[config.mk]
export PLATFORM = sky130hd
export DESIGN_NAME = sample_msg_demux
export DESIGN_NICKNAME = d
export VERILOG_FILES = /design/src/rtl/sample_msg_demux.sv
export SDC_FILE = /design/constraint.sdc
export NUM_CORES = 1
export LEC_CHECK = 0
export ABC_AREA = 0
export CORE_ASPECT_RATIO = 0.8
export CORE_MARGIN = 1.5
export CORE_UTILIZATION = 51
export DETAILED_ROUTE_END_ITERATION = 12
export MAX_ROUTING_LAYER = met4
export PLACE_DENSITY = 0.85
export SLEW_MARGIN = 20
export SYNTH_ARGS = -nofsm -noshare
export SYNTH_HDL_FRONTEND = slang
export SYNTH_SLANG_ARGS = --single-unit
[constraint.sdc]
create_clock -name clk -period 5 [get_ports clk]
set_input_delay 1 -clock clk [delete_from_list [all_inputs] [get_ports clk]]
set_output_delay 1 -clock clk [all_outputs]
set_load 0.03 [all_outputs]
[src/rtl/sample_msg_demux.sv]
// Splits a mixed sample/message stream into a sample port and N_CHANNELS message
// destinations selected by the header channel field; invalid channels are dropped.
module sample_msg_demux #(
    parameter int WIDTH      = 32,
    parameter int LEN_WIDTH  = 10,
    parameter int CHAN_WIDTH = 2,
    parameter int N_CHANNELS = 4
) (
    input  logic                  clk,
    input  logic                  rst_n,
    input  logic [WIDTH-1:0]      in_data,
    input  logic                  in_nd,
    input  logic                  err_clear,
    output logic [WIDTH-1:0]      out_samples,
    output logic                  out_samples_nd,
    output logic [WIDTH-1:0]      out_msg,
    output logic [N_CHANNELS-1:0] out_msg_nd,
    output logic                  out_msg_last,
    output logic [1:0]            error,
    output logic [15:0]           msg_count
);
    localparam int NCODE = 2 ** CHAN_WIDTH;

    // Lookup of which channel codes map to a real destination.
    function automatic logic [NCODE-1:0] chan_ok_mask();
        logic [NCODE-1:0] m;
        for (int i = 0; i < NCODE; i++) m[i] = (i < N_CHANNELS);
        return m;
    endfunction
    localparam logic [NCODE-1:0] CHAN_OK = chan_ok_mask();

    typedef enum logic [1:0] {IDLE, FWD, DROP} state_t;

    state_t                r_state, w_state;
    logic [LEN_WIDTH-1:0]  r_rem, w_rem;
    logic [CHAN_WIDTH-1:0] r_chan, w_chan;
    logic [WIDTH-1:0]      w_samples, w_msg;
    logic                  w_samples_nd, w_last;
    logic [N_CHANNELS-1:0] w_msg_nd;
    logic [1:0]            w_error;
    logic [15:0]           w_count;

    logic                  w_hdr;
    logic [LEN_WIDTH-1:0]  w_hlen;
    logic [CHAN_WIDTH-1:0] w_hchan;

    assign w_hdr   = in_data[WIDTH-1];
    assign w_hlen  = in_data[WIDTH-2 -: LEN_WIDTH];
    assign w_hchan = in_data[WIDTH-2-LEN_WIDTH -: CHAN_WIDTH];

    always_ff @(posedge clk) begin
        if (!rst_n) begin
            r_state        <= IDLE;
            r_rem          <= '0;
            r_chan         <= '0;
            out_samples    <= '0;
            out_samples_nd <= 1'b0;
            out_msg        <= '0;
            out_msg_nd     <= '0;
            out_msg_last   <= 1'b0;
            error          <= 2'b00;
            msg_count      <= '0;
        end else begin
            r_state        <= w_state;
            r_rem          <= w_rem;
            r_chan         <= w_chan;
            out_samples    <= w_samples;
            out_samples_nd <= w_samples_nd;
            out_msg        <= w_msg;
            out_msg_nd     <= w_msg_nd;
            out_msg_last   <= w_last;
            error          <= w_error;
            msg_count      <= w_count;
        end
    end

    always_comb begin
        w_state      = r_state;
        w_rem        = r_rem;
        w_chan       = r_chan;
        w_samples    = out_samples;
        w_samples_nd = 1'b0;
        w_msg        = out_msg;
        w_msg_nd     = '0;
        w_last       = 1'b0;
        // Clear first so a same-cycle error event below wins.
        w_error      = err_clear ? 2'b00 : error;
        w_count      = msg_count;

        if (in_nd) begin
            if (w_hdr) begin
                if (r_state != IDLE) w_error[0] = 1'b1;
                if (CHAN_OK[w_hchan]) begin
                    w_msg = in_data;
                    for (int c = 0; c < N_CHANNELS; c++)
                        w_msg_nd[c] = (w_hchan == CHAN_WIDTH'(c));
                    if (w_hlen == '0) begin
                        w_last  = 1'b1;
                        w_count = msg_count + 16'd1;
                        w_state = IDLE;
                    end else begin
                        w_chan  = w_hchan;
                        w_rem   = w_hlen;
                        w_state = FWD;
                    end
                end else begin
                    w_error[1] = 1'b1;
                    w_rem      = w_hlen;
                    w_state    = (w_hlen == '0) ? IDLE : DROP;
                end
            end else begin
                case (r_state)
                    IDLE: begin
                        w_samples    = in_data;
                        w_samples_nd = 1'b1;
                    end
                    FWD: begin
                        w_msg = in_data;
                        for (int c = 0; c < N_CHANNELS; c++)
                            w_msg_nd[c] = (r_chan == CHAN_WIDTH'(c));
                        w_rem = r_rem - 1'b1;
                        if (r_rem == LEN_WIDTH'(1)) begin
                            w_last  = 1'b1;
                            w_count = msg_count + 16'd1;
                            w_state = IDLE;
                        end
                    end
                    DROP: begin
                        w_rem = r_rem - 1'b1;
                        if (r_rem == LEN_WIDTH'(1)) w_state = IDLE;
                    end
                    default: w_state = IDLE;
                endcase
            end
        end
    end
endmodule

==> impl_metrics.json <==
{
  "design_area_sq_um": 5660,
  "p_leak_nw": 2.02,
  "r2r-start": "r_rem[5]$_SDFFE_PN0P_",
  "fin_hold_ws_ns": 0.461,
  "slew_headroom_pct": 39.6,
  "initial_utilization_pct": 52.9,
  "setup_viol": 0,
  "synthTopCellsByCount": "nand2_1, dfxtp_1, a21oi_1",
  "hpwlAfterDp_um": 8020,
  "grt_max_degree": 71,
  "die_x_um": 105,
  "dieArea_sq_um": 8880,
  "yosys.area_share.xor_xnor_pct": 0,
  "hold_path.class": "flop to flop",
  "ant_nets": 0,
  "p_total_w": 0.00165,
  "syn_inst": 533,
  "hold_start": "out_samples[0]$_SDFFE_PN0P_",
  "cpPeakStageDelay_ns": 0.95,
  "cts.sinks": 99,
  "synth-edff-count": 0,
  "synth.avg_cell_area_sq_um": 7.96,
  "wl_per_cell_um": 15.8,
  "grt-ovfl-total": 0,
  "antenna_cells": 0,
  "async_flop_share_pct": 0,
  "antenna_found_initial": 0,
  "cap_violations": 0,
  "cts-htree-levels": 3,
  "wl_um": 11700,
  "dieHeight_um": 84.6,
  "pin_count": 124,
  "yosys.area.top_type": "dfxtp_1",
  "cp_max_fo": 25,
  "status": "finished clean",
  "start_kind": "input port",
  "via_per_inst": 5.55,
  "crit_type": "input port to flop",
  "max_freq_ghz": 0.302,
  "place_area_sq_um": 5470,
  "crit_chain": "clkdlybuf4s50_1 -> nand4_2 -> a2111oi_1 -> mux2i_1",
  "first_global_vias": 3967,
  "clk_latency_ns": 0.36,
  "coreArea_sq_um": 8020,
  "drive_above_1_share_pct": 5.65,
  "tns_ns": 0,
  "synth_area_leaders": "dfxtp_1, nand2_1, a21oi_1",
  "fin_nets": 671,
  "cts_tree": "done",
  "synth_area_sq_um": 4250,
  "yosysMostFrequentCell": "nand2_1",
  "portBuffers": 121,
  "postCtsSetupBuffers": 0,
  "finalMaxSlewViolations": 0,
  "cp.buffers_inverters": 1,
  "p_per_area_nw_per_um2": 291,
  "clock_skew_ns": 0.0105,
  "cts_buffers": 9,
  "grt_usage_pct": 27.4,
  "clk_pin_slew_ns": 0.11,
  "synth-seq-cells": 99,
  "gp_congestion": 0.910,
  "synthMuxAreaShare_pct": 4.75,
  "ir_drop_mv": 0.194,
  "rsz0062_at_grt": "false",
  "critical_path.startpoint": "in_data[31]",
  "synth_top_family_by_area": "simple AND/OR/NAND/NOR gates",
  "end_kind": "flop",
  "cts_root_buf": "clkbuf_8",
  "cp_slowest_cell": "clkdlybuf4s50_1",
  "cts_resized": 0,
  "cp_top_family": "buffers and inverters",
  "ys.flop_type": "dfxtp_1",
  "cts_hold_buf": 0,
  "dpl_worst_slack_ns": 1.38,
  "synth_compound_area_share_pct": 16.7,
  "cp_data_required_time_ns": 5.29,
  "grt_pass1_wl_um": 19100,
  "dr.pass1.iters": 5,
  "synth-simple-area-share_pct": 26.6,
  "hold_violations": 0,
  "num_rows": 29,
  "yosysWarnings": 0,
  "drtIter0Drc": 325,
  "synth_top_cell_area_share_pct": 46.7,
  "period_share_pct": 66.3,
  "fin_ws_ns": 1.68,
  "synthDistinctLibCells": 53,
  "worst_ep_arrival_time_ns": 3.61,
  "yosysSeqAreaShare_pct": 46.7,
  "drc": 0,
  "worst_pin_slew_ns": 0.905,
  "synthAdderAreaFrac_pct": 0.884,
  "via_count": 4134,
  "cts_buffer_depth": 2,
  "syn_to_final_growth_pct": 33.4,
  "period_needed_ns": 3.32
}
## tightest hold or removal path: stages, from the launching register on
cell and delay, ns:
dfxtp_1 0.32, nand2_1 0.05, a21oi_1 0.05
## registers in the layout, summed over array words and instances, names as in the netlist
name and flops:
out_samples 31, out_msg 32, error 1, r_chan 2, out_msg_last 1, out_msg_nd 4, msg_count 16, out_samples_nd 1
r_rem 10, r_state 1
## where the power goes
group / internal (W) / leakage (nW) / switching (W)
clock network: 0.000194 / 0.0993 / 0.000304
registers: 0.000823 / 0.807 / 0.0000260
logic: 0.000119 / 1.11 / 0.000180
## per-stage QoR
step                std cells  util (%)
global route              745      70.6
finish                    745      70.6
global placement          729      68.2
floorplan                 534         -
CTS                       745      70.6
detailed placement        729      68.2
## layout make-up
class / instances / area, sq um
sequential: 99 / 1980
tap: 108 / 135
fill: 649 / 2350
clock buffer: 9 / 124
multi-input combinational: 392 / 2090
clock inverter: 7 / 67.6
timing repair buffer: 125 / 1240
inverter: 5 / 20.0
## cells by family after synthesis
group           count (synthesis)
flops                          99
buf+inv                        43
mux                            20
compound gates                119
other cells                     1
simple gates                  248
fa+ha+maj                       3
## placed cells by master, fill, tap and decap left out, drive strengths merged, types with 9 or more instances in the layout
cell           instances
a21oi                 78
clkbuf                 9
clkdlybuf4s50        121
nand2b                18
nor2                  17
dfxtp                 99
nand3                 11
mux2i                 19
nand2                173
nand4                 10
## worst paths after layout
| path | cells after the start | to | slack, ns |
|---|---|---|---|
| setup / recovery | 4 | msg_count[13]$_SDFFE_PN0P_ | 1.68 |
| hold / removal | 2 | out_samples[0]$_SDFFE_PN0P_ | 0.46 |
| setup reg to reg | 4 | msg_count[13]$_SDFFE_PN0P_ | 2.98 |
| hold reg to reg | 2 | out_samples[0]$_SDFFE_PN0P_ | 0.46 |
## metal layers
metal	global-route usage (%)	vias to the layer above	wire length [um]
met5	-	-	0
met4	9.59	0	265
met3	5.75	22	719
met2	45.1	163	5720
met1	33.6	1943	5040
li1	-	2006	-
No activity file was read; power rests on OpenSTA's default activity.
